[config.mk]
export PLATFORM = sky130hd
export DESIGN_NAME = slm_line_driver_flat
export DESIGN_NICKNAME = d
export VERILOG_FILES = /design/src/rtl/slm_line_driver_if.sv /design/src/rtl/slm_line_driver.sv /design/src/flat_wrapper.sv
export SDC_FILE = /design/constraint.sdc
export NUM_CORES = 1
export LEC_CHECK = 0
export CORE_UTILIZATION = 35
export DETAILED_ROUTE_END_ITERATION = 6
export SLEW_MARGIN = 20
export SYNTH_ARGS = -nofsm -noshare
export SYNTH_HDL_FRONTEND = slang
export SYNTH_SLANG_ARGS = --single-unit
[constraint.sdc]
create_clock -name fpga_clk -period 2.5 [get_ports fpga_clk]
set_clock_uncertainty 0.05 [all_clocks]
set_input_delay 0.5 -clock fpga_clk [delete_from_list [all_inputs] [get_ports fpga_clk]]
set_output_delay 0.5 -clock fpga_clk [all_outputs]
set_load 0.02 [all_outputs]
[src/rtl/slm_line_driver_if.sv]
// slm_line_driver_if: FIFO read handshake and SLM beat bus of the line driver.
// master = line driver side, slave = controller / FIFO / SLM side.
interface slm_line_driver_if #(
  parameter int unsigned LINE_BITS = 10
) ();
  logic                 reset_per_frame;
  logic                 line_of_data_available;
  logic                 get_next_word;
  logic [31:0]          sc32_fifo_data_out;
  logic                 invert;
  logic [15:0]          slm_data;
  logic                 slm_data_valid;
  logic                 slm_line_start;
  logic                 line_done;
  logic                 frame_done;
  logic [LINE_BITS-1:0] line_index;

  modport master (
    input  reset_per_frame, line_of_data_available, sc32_fifo_data_out, invert,
    output get_next_word, slm_data, slm_data_valid, slm_line_start,
           line_done, frame_done, line_index
  );

  modport slave (
    output reset_per_frame, line_of_data_available, sc32_fifo_data_out, invert,
    input  get_next_word, slm_data, slm_data_valid, slm_line_start,
           line_done, frame_done, line_index
  );
endinterface

[src/rtl/slm_line_driver.sv]
// slm_line_driver: pulls one display line of 32-bit words from the sc32 FIFO
// and streams it as contiguous 16-bit beats (low half first) on the SLM bus,
// tracking line/frame position.
// Optional feature macro: SLM_LINE_DRIVER_INVERT_EN (beats XORed with the
// invert flag latched at line start; when undefined `invert` is ignored).
module slm_line_driver #(
  parameter int unsigned WORDS_PER_LINE  = 40,
  parameter int unsigned LINES_PER_FRAME = 1024
) (
  input logic          fpga_clk,
  input logic          reset_all,
  slm_line_driver_if.master bus
);
  localparam int unsigned LINE_BITS = (LINES_PER_FRAME > 1) ? $clog2(LINES_PER_FRAME) : 1;
  localparam int unsigned WL_BITS   = 8;
  localparam int unsigned BEAT_W    = 16;
  localparam int unsigned WORD_W    = 32;

  typedef enum logic [2:0] {
    IDLE, FETCH, LOAD, BEAT_LO, BEAT_HI, LINE_END
  } state_t;

  state_t              state;
  logic [WORD_W-1:0]   word_q;
  logic [WL_BITS-1:0]  words_left;
  logic                rd_pend;
  logic [BEAT_W-1:0]   inv_mask_c;

`ifdef SLM_LINE_DRIVER_INVERT_EN
  logic inv_q;

  // Frame polarity, captured once per line so mid-line toggles are ignored.
  always_ff @(posedge fpga_clk or posedge reset_all) begin
    if (reset_all) begin
      inv_q <= 1'b0;
    end else if (bus.reset_per_frame) begin
      inv_q <= 1'b0;
    end else if (state == IDLE && bus.line_of_data_available) begin
      inv_q <= bus.invert;
    end
  end

  assign inv_mask_c = {BEAT_W{inv_q}};
`else
  logic unused_invert;
  assign unused_invert = bus.invert;
  assign inv_mask_c    = '0;
`endif

  // Line sequencer: FIFO reads every other cycle keep the beat stream gapless.
  always_ff @(posedge fpga_clk or posedge reset_all) begin
    if (reset_all) begin
      state               <= IDLE;
      word_q              <= '0;
      words_left          <= '0;
      rd_pend             <= 1'b0;
      bus.get_next_word   <= 1'b0;
      bus.slm_data        <= '0;
      bus.slm_data_valid  <= 1'b0;
      bus.slm_line_start  <= 1'b0;
      bus.line_done       <= 1'b0;
      bus.frame_done      <= 1'b0;
      bus.line_index      <= '0;
    end else begin
      bus.get_next_word  <= 1'b0;
      bus.slm_data_valid <= 1'b0;
      bus.slm_line_start <= 1'b0;
      bus.line_done      <= 1'b0;
      bus.frame_done     <= 1'b0;

      if (bus.reset_per_frame) begin
        state          <= IDLE;
        words_left     <= '0;
        rd_pend        <= 1'b0;
        bus.line_index <= '0;
      end else begin
        case (state)
          IDLE: begin
            if (bus.line_of_data_available) begin
              bus.get_next_word <= 1'b1;
              words_left        <= WL_BITS'(WORDS_PER_LINE - 1);
              state             <= FETCH;
            end
          end

          FETCH: state <= LOAD;

          LOAD: begin
            word_q             <= bus.sc32_fifo_data_out;
            bus.slm_data       <= bus.sc32_fifo_data_out[BEAT_W-1:0] ^ inv_mask_c;
            bus.slm_data_valid <= 1'b1;
            bus.slm_line_start <= 1'b1;
            if (words_left != '0) begin
              bus.get_next_word <= 1'b1;
              words_left        <= words_left - WL_BITS'(1);
              rd_pend           <= 1'b1;
            end else begin
              rd_pend <= 1'b0;
            end
            state <= BEAT_LO;
          end

          BEAT_LO: begin
            bus.slm_data       <= word_q[WORD_W-1:BEAT_W] ^ inv_mask_c;
            bus.slm_data_valid <= 1'b1;
            state              <= BEAT_HI;
          end

          BEAT_HI: begin
            if (rd_pend) begin
              word_q             <= bus.sc32_fifo_data_out;
              bus.slm_data       <= bus.sc32_fifo_data_out[BEAT_W-1:0] ^ inv_mask_c;
              bus.slm_data_valid <= 1'b1;
              if (words_left != '0) begin
                bus.get_next_word <= 1'b1;
                words_left        <= words_left - WL_BITS'(1);
                rd_pend           <= 1'b1;
              end else begin
                rd_pend <= 1'b0;
              end
              state <= BEAT_LO;
            end else begin
              bus.line_done <= 1'b1;
              if (bus.line_index == LINE_BITS'(LINES_PER_FRAME - 1)) begin
                bus.frame_done <= 1'b1;
                bus.line_index <= '0;
              end else begin
                bus.line_index <= bus.line_index + LINE_BITS'(1);
              end
              state <= LINE_END;
            end
          end

          LINE_END: state <= IDLE;

          default: state <= IDLE;
        endcase
      end
    end
  end
endmodule
[src/flat_wrapper.sv]
// flat-port wrapper written by rule: the top's interface ports become plain ports
module slm_line_driver_flat 
#(
  parameter int unsigned WORDS_PER_LINE  = 40,
  parameter int unsigned LINES_PER_FRAME = 1024
)
  (fpga_clk, reset_all, bus_reset_per_frame, bus_line_of_data_available, bus_sc32_fifo_data_out, bus_invert, bus_get_next_word, bus_slm_data, bus_slm_data_valid, bus_slm_line_start, bus_line_done, bus_frame_done, bus_line_index);
  slm_line_driver_if bus_i ();
  input logic fpga_clk;
  input logic reset_all;
  input wire logic [$bits(bus_i.reset_per_frame)-1:0] bus_reset_per_frame;
  input wire logic [$bits(bus_i.line_of_data_available)-1:0] bus_line_of_data_available;
  input wire logic [$bits(bus_i.sc32_fifo_data_out)-1:0] bus_sc32_fifo_data_out;
  input wire logic [$bits(bus_i.invert)-1:0] bus_invert;
  output wire logic [$bits(bus_i.get_next_word)-1:0] bus_get_next_word;
  output wire logic [$bits(bus_i.slm_data)-1:0] bus_slm_data;
  output wire logic [$bits(bus_i.slm_data_valid)-1:0] bus_slm_data_valid;
  output wire logic [$bits(bus_i.slm_line_start)-1:0] bus_slm_line_start;
  output wire logic [$bits(bus_i.line_done)-1:0] bus_line_done;
  output wire logic [$bits(bus_i.frame_done)-1:0] bus_frame_done;
  output wire logic [$bits(bus_i.line_index)-1:0] bus_line_index;
  assign bus_i.reset_per_frame = bus_reset_per_frame;
  assign bus_i.line_of_data_available = bus_line_of_data_available;
  assign bus_i.sc32_fifo_data_out = bus_sc32_fifo_data_out;
  assign bus_i.invert = bus_invert;
  assign bus_get_next_word = bus_i.get_next_word;
  assign bus_slm_data = bus_i.slm_data;
  assign bus_slm_data_valid = bus_i.slm_data_valid;
  assign bus_slm_line_start = bus_i.slm_line_start;
  assign bus_line_done = bus_i.line_done;
  assign bus_frame_done = bus_i.frame_done;
  assign bus_line_index = bus_i.line_index;
  slm_line_driver #(.WORDS_PER_LINE(WORDS_PER_LINE), .LINES_PER_FRAME(LINES_PER_FRAME)) u_core (.fpga_clk(fpga_clk), .reset_all(reset_all), .bus(bus_i));
endmodule
==> qor.csv <==
stage,metric,value,unit
status,status,finished clean,
synth,commonest cells in the netlist,"59 x dfrtp_1, 30 x nor2_1, 24 x a21oi_1",
power,VDD IR max,0.302,mV
global_routing,GR met2 Demand/Resource,23.9,%
sta,Tmin final,2.00,ns
clocking,post-CTS sizing,0,
global_routing,met3 usage,3.10,%
sta,Slew Limit Fails,0,
clocking,CTS tree,yes,
clocking,Setup Buffers After CTS,0,
power,Sequential Power Share,44.6,%
sta,RSZ-0062 raised after global routing,no,
synth,sequential share of the synthesized area,52.9,%
detailed_routing,vias per cell,5.07,
global_routing,largest net degree at the start of global routing,60,
synth,cell taking the most area after synthesis,dfrtp_1,
sta,relative slew slack,68.4,%
layout,share of cells above drive strength 1,16.9,%
critical_path,Max stage delay on crit path,0.65,ns
clocking,htree depth,3,
critical_path,crit path cell chain,clkdlybuf4s50_1,
critical_path,nature of the critical path endpoint,primary output,
place,hpwl dp,4.06,mm
clocking,worst skew pair latency,0.33,ns
power,PwrDens,783,nW/um^2
clocking,# clock sinks,59,
synth,Synth Instances,246,
synth,"EDFF count, synth",0,
critical_path,critical setup path kind,flop to primary output,
synth,Yosys cell types,48,
global_routing,vias in the first global route,2073,
critical_path,CP max-delay cell,clkdlybuf4s50_1,
synth,syn_nets,286,
synth,Mapped Area,2790,um^2
place,Port Buf Inserts,66,
detailed_routing,Vias,2165,
global_routing,initial antenna violation count,0,
power,Static Leak,1.73,nW
die,Core ar.,7730,um^2
synth,"flops & latches, synth",59,
die,Die Y,91.3,um
global_routing,met1 Usage GRT,21.0,%
synth,Avg Synthesized Cell Area,11.3,um^2
power,sw power,879,uW
clocking,root buffer cell,clkbuf_8,
detailed_routing,number of routed nets with antenna violations,0,
critical_path,WP data arrival,1.45,ns
power,combinational power share,28.1,%
synth,"Async S/R FF share, synth",100,%
detailed_routing,WL final,5.94,mm
global_routing,GRT Residual Overflow,0,
sta,Worst-Margin Slew,0.474,ns
synth,top_reg_cell synth,dfrtp_1,
global_routing,Most Crowded Layer GR,met2,
sta,final cycle utilization of the critical path,80.1,%
detailed_routing,Iteration-0 DRC Markers,114,
die,Die Area,8340,um^2
die,Starting Density,36.1,%
layout,fin nets,361,
power,Int Pwr,2.09,mW
die,die width,91.3,um
sta,# setup viols final,0,
run,MaxCap Viol Count,0,
synth,Synth top area share,52.9,%
detailed_routing,Routed WL per cell,13.9,um
die,Rows,32,
critical_path,CP Buf/Inv Count,1,
power,clock share of power,27.3,%
detailed_routing,DR DRC count,0,
die,I/O Pins,68,
synth,ranking of synthesized cells by area,"dfrtp_1 53%, mux2_2 7.7%, mux2i_1 6.5%",
critical_path,Crit Path Max Fanout,7,
power,Total Power,2.97,mW
sta,Max Clk Rate,499,MHz
critical_path,crit start category,flop,
sta,Final Hold Fails,0,
critical_path,CP top delay family,buffers and inverters,
synth,synth warn,0,
sta,setup TNS,0,ns
global_routing,Total GRT Usage,15.6,%
clocking,CTS buffer count,9,
global_routing,first-pass GRT wire length,10.2,mm
clocking,Worst-path clk slew,0.06,ns
layout,diodes inserted,0,
clocking,CTS hold repair buffers,0,
critical_path,worst path required time,1.95,ns
layout,Layout area overhead,36.1,%
clocking,Clock Path Buffers,2,
detailed_routing,Pre-Repair DR Iteration Count,4,
synth,most frequent cell after synthesis,dfrtp_1,
place,placer congestion estimate,0.743,
worst_hold_path,Hold WC Path Type,flop to flop,
power,Sw Share,29.6,%
-- flip-flops by register name, indices dropped and copies added, names as in the netlist --
register	flops
u_core.rd_pend	1
u_core.bus.slm_data_valid	1
u_core.state	3
u_core.bus.line_index	10
u_core.bus.frame_done	1
u_core.bus.get_next_word	1
u_core.bus.slm_data	16
u_core.word_q	16
u_core.bus.slm_line_start	1
u_core.words_left	8
u_core.bus.line_done	1
-- layout by cell type (no fill, tap or decap), types with 3 or more instances in the layout --
cell,n
nand3b_1,3
mux2i_1,18
xor2_1,3
inv_1,7
o31ai_1,4
nor3_1,4
nor2_1,30
or4_1,3
and4_1,4
ha_1,3
a21boi_1,3
a21oi_1,23
clkdlybuf4s50_1,66
clkinv_2,4
o21ai_0,4
and3_1,3
nand3_1,5
nand2_1,6
clkbuf_8,9
mux2_2,19
buf_4,10
dfrtp_1,59
-- logic make-up (layout without fill, tap and decap cells) --
logic type | Yosys count | after routing | synth area share (%)
adders and majority gates | 3 | 3 | 1.34
DFF | 59 | 59 | 52.9
muxes | 37 | 37 | 14.1
xor gates and xnor gates | 5 | 5 | 1.57
buffers and inverters | 22 | 101 | 3.94
AOI/OAI and AO/OA | 49 | 49 | 12.1
and+or+nand+nor | 71 | 71 | 14.0
-- metrics by stage --
step	area (um^2)	utilization (%)	hold slack [ns]	std cells	setup slack, ns
after floorplan	2790	-	0.429	246	0.494
after global placement	3620	46.8	0.438	412	0.240
after detailed placement	3620	46.8	0.443	412	0.203
after CTS	3800	49.2	0.458	427	0.471
after global routing	3800	49.2	0.475	427	0.397
final	3800	49.2	0.455	427	0.497
-- path summary, 6_finish.rpt --
| path | from | to | slack (ns) | cells after the start |
|---|---|---|---|---|
| setup / recovery | u_core.bus.line_index[4] | bus_line_index[4] | 0.50 | 1 |
| hold / removal | u_core.word_q[30] | u_core.word_q[30] | 0.46 | 1 |
| setup reg to reg | u_core.state[0] | u_core.bus.line_index[7] | 0.52 | 4 |
| hold reg to reg | u_core.word_q[30] | u_core.word_q[30] | 0.46 | 1 |
| max in group asynchronous | reset_all | u_core.word_q[17] | 1.64 | 3 |
| min in group asynchronous | reset_all | u_core.bus.slm_data[9] | 0.51 | 3 |
-- area by class of cell --
type | count | area, um^2
Multi-Input combinational cell | 165 | 1210
Tap cell | 102 | 128
Fill cell | 733 | 3930
Clock inverter | 6 | 57.6
Clock buffer | 9 | 124
Timing Repair Buffer | 78 | 776
Sequential cell | 59 | 1480
Inverter | 8 | 30.0
-- power groups by stage --
| stage | Combinational (mW) | Clock, mW | Sequential, mW |
|---|---|---|---|
| floorplan | 0.373 | 0 | 1.44 |
| global placement | 0.831 | 0 | 1.34 |
| detailed placement | 0.844 | 0 | 1.35 |
| CTS | 0.846 | 0.841 | 1.33 |
| global route | 0.914 | 0.877 | 1.36 |
| finish | 0.835 | 0.811 | 1.33 |
-- metal layers --
layer / part of all wire, % / up-vias / wire, um
met5: 0 / - / 0
met4: 1.6 / 0 / 97
met3: 4.2 / 8 / 247
met2: 48 / 54 / 2830
met1: 47 / 1065 / 2760
li1: - / 1038 / -
(Power assumes the default switching activity.)
